===== config.mk =====
export PLATFORM = sky130hd
export DESIGN_NAME = decode_execute_reg_flat
export DESIGN_NICKNAME = d
export VERILOG_FILES = /design/src/rtl/decode_execute_reg_if.sv /design/src/rtl/decode_execute_reg.sv /design/src/flat_wrapper.sv
export SDC_FILE = /design/constraint.sdc
export NUM_CORES = 1
export LEC_CHECK = 0
export CAP_MARGIN = 15
export CORE_MARGIN = 5
export CORE_UTILIZATION = 45
export DETAILED_ROUTE_END_ITERATION = 16
export PLACE_DENSITY = 0.91
export SYNTH_ARGS = -nofsm -noshare
export SYNTH_HDL_FRONTEND = slang
export SYNTH_SLANG_ARGS = --single-unit

===== constraint.sdc =====
create_clock -name clk -period 2.9 [get_ports clk]
set_input_delay 0.58 -clock clk [delete_from_list [all_inputs] [get_ports clk]]
set_output_delay 0.58 -clock clk [all_outputs]
set_load 0.02 [all_outputs]

===== src/rtl/decode_execute_reg_if.sv =====
// Decode-to-execute bundle: decoded instruction in, registered execute copy,
// stall and forwarding selects out.
interface decode_execute_reg_if #(
  parameter int XLEN  = 32,
  parameter int REGW  = 5,
  parameter int CTRLW = 8,
  parameter int CNTW  = 16
);
  logic             valid_d;
  logic [XLEN-1:0]  pc_d;
  logic [REGW-1:0]  rs1_d;
  logic [REGW-1:0]  rs2_d;
  logic [REGW-1:0]  rd_d;
  logic [XLEN-1:0]  rd1_d;
  logic [XLEN-1:0]  rd2_d;
  logic [XLEN-1:0]  imm_d;
  logic [CTRLW-1:0] ctrl_d;
  logic             reg_write_d;
  logic             mem_read_d;
  logic             flush_e;
  logic             hold_e;
  logic [REGW-1:0]  rd_m;
  logic             reg_write_m;
  logic [REGW-1:0]  rd_w;
  logic             reg_write_w;

  logic             valid_e;
  logic [XLEN-1:0]  pc_e;
  logic [REGW-1:0]  rs1_e;
  logic [REGW-1:0]  rs2_e;
  logic [REGW-1:0]  rd_e;
  logic [XLEN-1:0]  rd1_e;
  logic [XLEN-1:0]  rd2_e;
  logic [XLEN-1:0]  imm_e;
  logic [CTRLW-1:0] ctrl_e;
  logic             reg_write_e;
  logic             mem_read_e;
  logic             stall_d;
  logic [1:0]       fwd_a;
  logic [1:0]       fwd_b;
  logic [CNTW-1:0]  bubble_cnt;

  modport master (
    output valid_d, pc_d, rs1_d, rs2_d, rd_d, rd1_d, rd2_d, imm_d, ctrl_d,
           reg_write_d, mem_read_d, flush_e, hold_e, rd_m, reg_write_m,
           rd_w, reg_write_w,
    input  valid_e, pc_e, rs1_e, rs2_e, rd_e, rd1_e, rd2_e, imm_e, ctrl_e,
           reg_write_e, mem_read_e, stall_d, fwd_a, fwd_b, bubble_cnt
  );

  modport slave (
    input  valid_d, pc_d, rs1_d, rs2_d, rd_d, rd1_d, rd2_d, imm_d, ctrl_d,
           reg_write_d, mem_read_d, flush_e, hold_e, rd_m, reg_write_m,
           rd_w, reg_write_w,
    output valid_e, pc_e, rs1_e, rs2_e, rd_e, rd1_e, rd2_e, imm_e, ctrl_e,
           reg_write_e, mem_read_e, stall_d, fwd_a, fwd_b, bubble_cnt
  );
endinterface


===== src/rtl/decode_execute_reg.sv =====
// Decode/execute pipeline register with load-use bubble insertion, flush,
// hold, forwarding selects and a saturating bubble counter.
module decode_execute_reg #(
  parameter int XLEN  = 32,
  parameter int REGW  = 5,
  parameter int CTRLW = 8,
  parameter int CNTW  = 16
) (
  input logic                clk,
  input logic                rst,
  decode_execute_reg_if.slave bus
);

  typedef struct packed {
    logic             valid;
    logic [XLEN-1:0]  pc;
    logic [REGW-1:0]  rs1;
    logic [REGW-1:0]  rs2;
    logic [REGW-1:0]  rd;
    logic [XLEN-1:0]  rd1;
    logic [XLEN-1:0]  rd2;
    logic [XLEN-1:0]  imm;
    logic [CTRLW-1:0] ctrl;
    logic             reg_write;
    logic             mem_read;
  } stage_t;

  stage_t          stage_q, stage_d;
  logic [CNTW-1:0] cnt_q, cnt_d;
  logic            lu_s;

  // Youngest producer (memory stage) beats writeback.
  function automatic logic [1:0] fwd_sel(
    input logic            valid,
    input logic [REGW-1:0] rs,
    input logic [REGW-1:0] rd_m,
    input logic            wr_m,
    input logic [REGW-1:0] rd_w,
    input logic            wr_w
  );
    logic [1:0] sel;
    if (valid && wr_m && (rd_m != '0) && (rd_m == rs)) begin
      sel = 2'b10;
    end else if (valid && wr_w && (rd_w != '0) && (rd_w == rs)) begin
      sel = 2'b01;
    end else begin
      sel = 2'b00;
    end
    return sel;
  endfunction

  assign lu_s = stage_q.valid & stage_q.mem_read & (stage_q.rd != '0) &
                bus.valid_d &
                ((stage_q.rd == bus.rs1_d) | (stage_q.rd == bus.rs2_d));

  // Next-state selection: flush, then hold, then load-use bubble, then capture.
  always_comb begin
    stage_d = stage_q;
    cnt_d   = cnt_q;
    if (bus.flush_e) begin
      stage_d = '0;
    end else if (bus.hold_e) begin
      stage_d = stage_q;
    end else if (lu_s) begin
      stage_d = '0;
      if (&cnt_q) begin
        cnt_d = cnt_q;
      end else begin
        cnt_d = cnt_q + {{(CNTW-1){1'b0}}, 1'b1};
      end
    end else begin
      stage_d.valid     = bus.valid_d;
      stage_d.pc        = bus.pc_d;
      stage_d.rs1       = bus.rs1_d;
      stage_d.rs2       = bus.rs2_d;
      stage_d.rd        = bus.rd_d;
      stage_d.rd1       = bus.rd1_d;
      stage_d.rd2       = bus.rd2_d;
      stage_d.imm       = bus.imm_d;
      stage_d.ctrl      = bus.ctrl_d;
      stage_d.reg_write = bus.valid_d & bus.reg_write_d;
      stage_d.mem_read  = bus.valid_d & bus.mem_read_d;
    end
  end

  // Execute-stage state and bubble counter.
  always_ff @(posedge clk or negedge rst) begin
    if (!rst) begin
      stage_q <= '0;
      cnt_q   <= '0;
    end else begin
      stage_q <= stage_d;
      cnt_q   <= cnt_d;
    end
  end

  assign bus.valid_e     = stage_q.valid;
  assign bus.pc_e        = stage_q.pc;
  assign bus.rs1_e       = stage_q.rs1;
  assign bus.rs2_e       = stage_q.rs2;
  assign bus.rd_e        = stage_q.rd;
  assign bus.rd1_e       = stage_q.rd1;
  assign bus.rd2_e       = stage_q.rd2;
  assign bus.imm_e       = stage_q.imm;
  assign bus.ctrl_e      = stage_q.ctrl;
  assign bus.reg_write_e = stage_q.reg_write;
  assign bus.mem_read_e  = stage_q.mem_read;
  assign bus.bubble_cnt  = cnt_q;

  assign bus.stall_d = ~bus.flush_e & (bus.hold_e | lu_s);
  assign bus.fwd_a   = fwd_sel(stage_q.valid, stage_q.rs1, bus.rd_m,
                               bus.reg_write_m, bus.rd_w, bus.reg_write_w);
  assign bus.fwd_b   = fwd_sel(stage_q.valid, stage_q.rs2, bus.rd_m,
                               bus.reg_write_m, bus.rd_w, bus.reg_write_w);

endmodule


===== src/flat_wrapper.sv =====
// flat-port wrapper written by rule: the top's interface ports become plain ports
module decode_execute_reg_flat 
#(
  parameter int XLEN  = 32,
  parameter int REGW  = 5,
  parameter int CTRLW = 8,
  parameter int CNTW  = 16
)
  (clk, rst, bus_valid_d, bus_pc_d, bus_rs1_d, bus_rs2_d, bus_rd_d, bus_rd1_d, bus_rd2_d, bus_imm_d, bus_ctrl_d, bus_reg_write_d, bus_mem_read_d, bus_flush_e, bus_hold_e, bus_rd_m, bus_reg_write_m, bus_rd_w, bus_reg_write_w, bus_valid_e, bus_pc_e, bus_rs1_e, bus_rs2_e, bus_rd_e, bus_rd1_e, bus_rd2_e, bus_imm_e, bus_ctrl_e, bus_reg_write_e, bus_mem_read_e, bus_stall_d, bus_fwd_a, bus_fwd_b, bus_bubble_cnt);
  decode_execute_reg_if #(.XLEN(XLEN), .REGW(REGW), .CTRLW(CTRLW), .CNTW(CNTW)) bus_i ();
  input logic clk;
  input logic rst;
  input wire logic [$bits(bus_i.valid_d)-1:0] bus_valid_d;
  input wire logic [$bits(bus_i.pc_d)-1:0] bus_pc_d;
  input wire logic [$bits(bus_i.rs1_d)-1:0] bus_rs1_d;
  input wire logic [$bits(bus_i.rs2_d)-1:0] bus_rs2_d;
  input wire logic [$bits(bus_i.rd_d)-1:0] bus_rd_d;
  input wire logic [$bits(bus_i.rd1_d)-1:0] bus_rd1_d;
  input wire logic [$bits(bus_i.rd2_d)-1:0] bus_rd2_d;
  input wire logic [$bits(bus_i.imm_d)-1:0] bus_imm_d;
  input wire logic [$bits(bus_i.ctrl_d)-1:0] bus_ctrl_d;
  input wire logic [$bits(bus_i.reg_write_d)-1:0] bus_reg_write_d;
  input wire logic [$bits(bus_i.mem_read_d)-1:0] bus_mem_read_d;
  input wire logic [$bits(bus_i.flush_e)-1:0] bus_flush_e;
  input wire logic [$bits(bus_i.hold_e)-1:0] bus_hold_e;
  input wire logic [$bits(bus_i.rd_m)-1:0] bus_rd_m;
  input wire logic [$bits(bus_i.reg_write_m)-1:0] bus_reg_write_m;
  input wire logic [$bits(bus_i.rd_w)-1:0] bus_rd_w;
  input wire logic [$bits(bus_i.reg_write_w)-1:0] bus_reg_write_w;
  output wire logic [$bits(bus_i.valid_e)-1:0] bus_valid_e;
  output wire logic [$bits(bus_i.pc_e)-1:0] bus_pc_e;
  output wire logic [$bits(bus_i.rs1_e)-1:0] bus_rs1_e;
  output wire logic [$bits(bus_i.rs2_e)-1:0] bus_rs2_e;
  output wire logic [$bits(bus_i.rd_e)-1:0] bus_rd_e;
  output wire logic [$bits(bus_i.rd1_e)-1:0] bus_rd1_e;
  output wire logic [$bits(bus_i.rd2_e)-1:0] bus_rd2_e;
  output wire logic [$bits(bus_i.imm_e)-1:0] bus_imm_e;
  output wire logic [$bits(bus_i.ctrl_e)-1:0] bus_ctrl_e;
  output wire logic [$bits(bus_i.reg_write_e)-1:0] bus_reg_write_e;
  output wire logic [$bits(bus_i.mem_read_e)-1:0] bus_mem_read_e;
  output wire logic [$bits(bus_i.stall_d)-1:0] bus_stall_d;
  output wire logic [$bits(bus_i.fwd_a)-1:0] bus_fwd_a;
  output wire logic [$bits(bus_i.fwd_b)-1:0] bus_fwd_b;
  output wire logic [$bits(bus_i.bubble_cnt)-1:0] bus_bubble_cnt;
  assign bus_i.valid_d = bus_valid_d;
  assign bus_i.pc_d = bus_pc_d;
  assign bus_i.rs1_d = bus_rs1_d;
  assign bus_i.rs2_d = bus_rs2_d;
  assign bus_i.rd_d = bus_rd_d;
  assign bus_i.rd1_d = bus_rd1_d;
  assign bus_i.rd2_d = bus_rd2_d;
  assign bus_i.imm_d = bus_imm_d;
  assign bus_i.ctrl_d = bus_ctrl_d;
  assign bus_i.reg_write_d = bus_reg_write_d;
  assign bus_i.mem_read_d = bus_mem_read_d;
  assign bus_i.flush_e = bus_flush_e;
  assign bus_i.hold_e = bus_hold_e;
  assign bus_i.rd_m = bus_rd_m;
  assign bus_i.reg_write_m = bus_reg_write_m;
  assign bus_i.rd_w = bus_rd_w;
  assign bus_i.reg_write_w = bus_reg_write_w;
  assign bus_valid_e = bus_i.valid_e;
  assign bus_pc_e = bus_i.pc_e;
  assign bus_rs1_e = bus_i.rs1_e;
  assign bus_rs2_e = bus_i.rs2_e;
  assign bus_rd_e = bus_i.rd_e;
  assign bus_rd1_e = bus_i.rd1_e;
  assign bus_rd2_e = bus_i.rd2_e;
  assign bus_imm_e = bus_i.imm_e;
  assign bus_ctrl_e = bus_i.ctrl_e;
  assign bus_reg_write_e = bus_i.reg_write_e;
  assign bus_mem_read_e = bus_i.mem_read_e;
  assign bus_stall_d = bus_i.stall_d;
  assign bus_fwd_a = bus_i.fwd_a;
  assign bus_fwd_b = bus_i.fwd_b;
  assign bus_bubble_cnt = bus_i.bubble_cnt;
  decode_execute_reg #(.XLEN(XLEN), .REGW(REGW), .CTRLW(CTRLW), .CNTW(CNTW)) u_core (.clk(clk), .rst(rst), .bus(bus_i));
endmodule

# Word level (Yosys, flattened, before mapping)
# Cells that the tools add are included.
totals:
  wordCells: 52
  out_inout_bits: 175
  inputBits: 170
  regBits: 170
op_classes:
  add_sub_neg: 1
  reduce_logical: 13
  n_eq_ne: 7
  bitwise_logic: 12
  mux: 7
ops:
  columns: ["op", "count"]
  rows:
  - ["154-bit two-way mux", 3]
  - ["5-bit == test", 6]
  - ["16-bit by 1-bit adder with 16-bit output (second input constant)", 1]
  - ["16-bit AND reduction", 1]
  - ["5-bit nonzero test", 3]
  - ["1-bit logical AND", 8]
  - ["1-bit AND", 7]
  - ["2-bit two-way mux", 2]
  - ["4-bit AND reduction", 1]
  - ["1-bit NOT", 3]
  - ["1-bit two-way mux", 2]
  - ["2-bit inequality test (second input constant)", 1]
  - ["1-bit OR", 2]

# Depth between registers and ports, before layout
logic_depth:
  word_depth: 7
  ltp_mapped: 7
  ltp_nobuf: 6

# Least setup slack after synthesis
# No wires, ideal clock.
synth_timing:
  path_type: "input to output"
  startpoint: "input bus_rd_m[0]"
  endpoint: "output bus_fwd_a[0]"
  arrival_time_ps: 2201
  path_buffers: 0
  setup_slack_ps: 119
  cell_stages: 4
  t_required_ps: 2320
  path_cell_list: "or4_1 o211ai_1 nor4_1 nor4_1"
synth_between:
  elab_chain_cells: 4
  word_cells_on_any_way: 5
  classes_between: "1 x eq/ne; 1 x mux; 3 x reduce/logical"
synth_rtl:
  columns: ["item", "line", "rtl"]
  rows:
  - ["start, declared", "flat_wrapper.sv:26", "input wire logic [$bits(bus_i.rd_m)-1:0] bus_rd_m;"]
  - ["5-bit nonzero test", "decode_execute_reg.sv:42", "if (valid && wr_m && (rd_m != '0) && (rd_m == rs)) begin"]
  - ["1-bit logical AND", "decode_execute_reg.sv:42", null]
  - ["1-bit logical AND (*)", "decode_execute_reg.sv:42", null]
  - ["2-bit two-way mux (*)", "decode_execute_reg.sv:42", null]
  - ["end, declared", "flat_wrapper.sv:42", "output wire logic [$bits(bus_i.fwd_a)-1:0] bus_fwd_a;"]
# Mark *: on every way between the ends. The rest lies on a longest branch, timed or not.

# Final worst setup path
layout_timing:
  startpoint: "input bus_rd_w[0]"
  endpoint: "output bus_fwd_a[0]"
layout_between:
  elab_chain_cells: 5
  word_cells_on_any_way: 6
  classes_between: "1 x eq/ne; 2 x mux; 3 x reduce/logical"
layout_rtl:
  columns: ["item", "line", "rtl"]
  rows:
  - ["start, declared", "flat_wrapper.sv:28", "input wire logic [$bits(bus_i.rd_w)-1:0] bus_rd_w;"]
  - ["5-bit nonzero test", "decode_execute_reg.sv:44", "end else if (valid && wr_w && (rd_w != '0) && (rd_w == rs)) begin"]
  - ["1-bit logical AND", "decode_execute_reg.sv:44", null]
  - ["1-bit logical AND (*)", "decode_execute_reg.sv:44", null]
  - ["1-bit two-way mux (*)", "decode_execute_reg.sv:44", null]
  - ["2-bit two-way mux (*)", "decode_execute_reg.sv:42", null]
# Marked as above.

==> metrics.yaml <==
outcome: "finished clean"
ys_ff_latch: 170
cp_num_buf_inv: 2
num_rows: 52
grt_max_degree: 96
fin_crit_sh_pct: 97.5
power_switching_mw: 1.76
fin_util_pct: 66.8
total_power_mw: 6.01
tightestPinTransition_ns: 1.14
drv_slew: 0
p_leak_nw: 6.40
crit_chain: "clkdlybuf4s50_1 > or4_1 > o211ai_1 > or4_1 > nor4_1 > buf_2"
synthFlopType: "dfrtp_1"
wire_per_inst_um: 19.2
num_io_pins: 345
drive_gt1_share_pct: 19.8
cts_buffers: 17
cts_buffer_depth: 2
layout_common_cells: "clkdlybuf4s50_1, dfrtp_1, inv_1"
h-tree-depth: 4
seq_area_frac_synth_pct: 46.4
ys_top_cells_by_area: "dfrtp_1, o41ai_2, inv_1, nand2_1, xnor2_1"
async_flop_share_pct: 100
clk_pin_slew_worst_paths_ns: 0.08
drtIter0Drc: 449
netlist_instances: 818
placed_cell_area_um2: 12900
multi_input_area_um2: 3970
drc_errors: 0
syn_area_um2: 9170
mostFrequentLayoutCell: "clkdlybuf4s50_1"
grt_pass1_vias: 7947
start_util_pct: 45.5
startpoint_type: "input pin"
synth_enable_flop_cells: 0
slowest_stage: "or4_1"
ant_nets: 0
overflow: 0
place_congestion: 0.880
syn-mean-instance-area_um2: 11.2
grtUsageTotal_pct: 23.1
ys_warn_count: 0
area_growth_pct: 46.8
nNetsFinal: 1314
fin_hold_ws_ns: 0.146
fin_skew_ns: 0.0117
rsz0062_at_grt: "true"
nFillCells: 1492
place_worst_setup_slack_ns: -0.529
path_delay_family: "simple AND/OR/NAND/NOR gates"
min_period_ns: 2.83
syn_nets: 989
synthDistinctLibCells: 34
regArea_um2: 4260
final_area_um2: 13500
clock.fmax_ghz: 0.354
die_area_um2: 23300
die_h_um: 153
clk_latency_ns: 0.43
comb_power_share_pct: 19.9
worstPathArrival_ns: 2.25
setup_viol: 0
synth_top_area_share_pct: 46.4
antenna_found_initial: 0
diodes: 0
max-vdd-ir-drop_mv: 0.355
io_buffers: 344
tritoncts: "done"
worstPathMaxFanout: 2
grt_pass1_wl_mm: 43.9
powerDensity_nw_per_um2: 447
relSlewSlack_pct: 23.7
yosys.area.top_type: "dfrtp_1"
min_path_type: "input pin to asynchronous set/reset pin"
sw_frac_of_total_pct: 29.2
power_frac_clock_pct: 37.3
routed_wl_mm: 27.4
internal_power_mw: 4.26
dr.pass1.iters: 5
dp_cells: 1394
worst-setup-path-type: "input pin to output pin"
vias: 7577
cts-root-buf: "clkbuf_16"
drv_cap: 0
clock-sinks: 170
core_area_um2: 20200
finalNonFillerCells: 1426
worstSetupEndpointType: "output pin"
fin_tns_setup_ns: 0
hpwl_mm: 19.4
hold_viol_final: 0
die_x_um: 153
slowest_delay_ns: 0.49
setup_slack_ns: 0.0728
crit_top_cell: "or4_1"
viasPerCell: 5.31
pwr-share-seq_pct: 42.8
hold_buffers: 0
cp_data_required_time_ns: 2.32
==> state kept, by name (all words and copies together), names as in the netlist, 5 cells and up <==
| register | count |
|---|---|
| u_core.bus.bubble_cnt | 16 |
| u_core.bus.ctrl_e | 8 |
| u_core.bus.imm_e | 32 |
| u_core.bus.pc_e | 32 |
| u_core.bus.rd1_e | 32 |
| u_core.bus.rd2_e | 32 |
| u_core.bus.rd_e | 5 |
| u_core.bus.rs1_e | 5 |
| u_core.bus.rs2_e | 5 |
==> power by group through the flow <==
| stage | sequential, mW | combinational (mW) | clock [mW] |
|---|---|---|---|
| 3_3_place_gp | 2.61 | 1.19 | 0 |
| 2_1_floorplan | 2.76 | 0.394 | 0 |
| 5_1_grt | 2.59 | 1.27 | 2.39 |
| 4_1_cts | 2.57 | 1.21 | 2.29 |
| 6_report | 2.57 | 1.20 | 2.24 |
| 3_5_place_dp | 2.62 | 1.20 | 0 |
==> path summary, 6_finish.rpt <==
check,start,end,slack [ns],cells past startpoint
min,rst,u_core.bus.pc_e[16],0.15,1
max in group asynchronous,rst,u_core.bus.rd1_e[30],2.01,2
max reg2reg,u_core.bus.rd_e[0],u_core.bus.rd2_e[24],0.44,8
min in group clk,u_core.bus.pc_e[29],u_core.bus.pc_e[29],0.48,2
max,bus_rd_w[0],bus_fwd_a[0],0.07,6
min reg2reg,u_core.bus.pc_e[29],u_core.bus.pc_e[29],0.48,2
==> synth_stat cells (2+ instances only) <==
library cell,number
a21oi_1,2
and3_1,4
and4_1,3
buf_6,17
clkbuf_1,53
dfrtp_1,170
inv_1,155
nand2_1,143
nand3_1,11
nand3b_1,17
nand4_1,13
nor2_1,5
nor3_1,6
nor4_1,4
o211ai_1,2
o41ai_1,5
o41ai_2,148
or4_1,3
xnor2_1,31
xor2_1,12
==> worst register-to-register path, stage by stage, from the launching register on <==
cell and delay (ns):
dfrtp_1 0.39, buf_4 0.17, xnor2_1 0.15, nand3_1 0.15, o22ai_2 0.22, nor2b_4 0.17, buf_4 0.13, buf_4 0.72
o41ai_2 0.20
==> cell families (layout without fill, tap and decap cells) <==
logic type,count (synthesis),count (layout),share of synthesized area (%)
xor+xnor,43,43,4.11
fa+ha+maj,1,1,0.136
mux,1,1,0.123
buf+inv,226,564,10.6
simple gates,215,215,10.9
flops,170,170,46.4
compound gates,162,162,27.7
==> routing by layer <==
metal	wire (um)	vias up	track usage, %
met5	0	-	0
met4	800	0	7.85
met3	1880	55	6.28
met2	14100	291	39.4
met1	10600	3748	28.3
li1	-	3483	-
==> what timing repair did <==
action / in CTS / in global routing
pin swaps: 0 / 4
gates resized for setup: 14 / 11
setup buffers: 0 / 0
endpoints found under the setup margin: 5 / 5
==> layout make-up <==
type,instances,share of cell area (%)
Timing Repair Buffer,377,27.9
Multi-Input combinational cell,422,29.5
Inverter,155,4.32
Sequential cell,170,31.6
Clock buffer,19,3.29
Clock inverter,13,0.966
Tap cell,270,2.51
No activity file was read; power rests on OpenSTA's default activity.
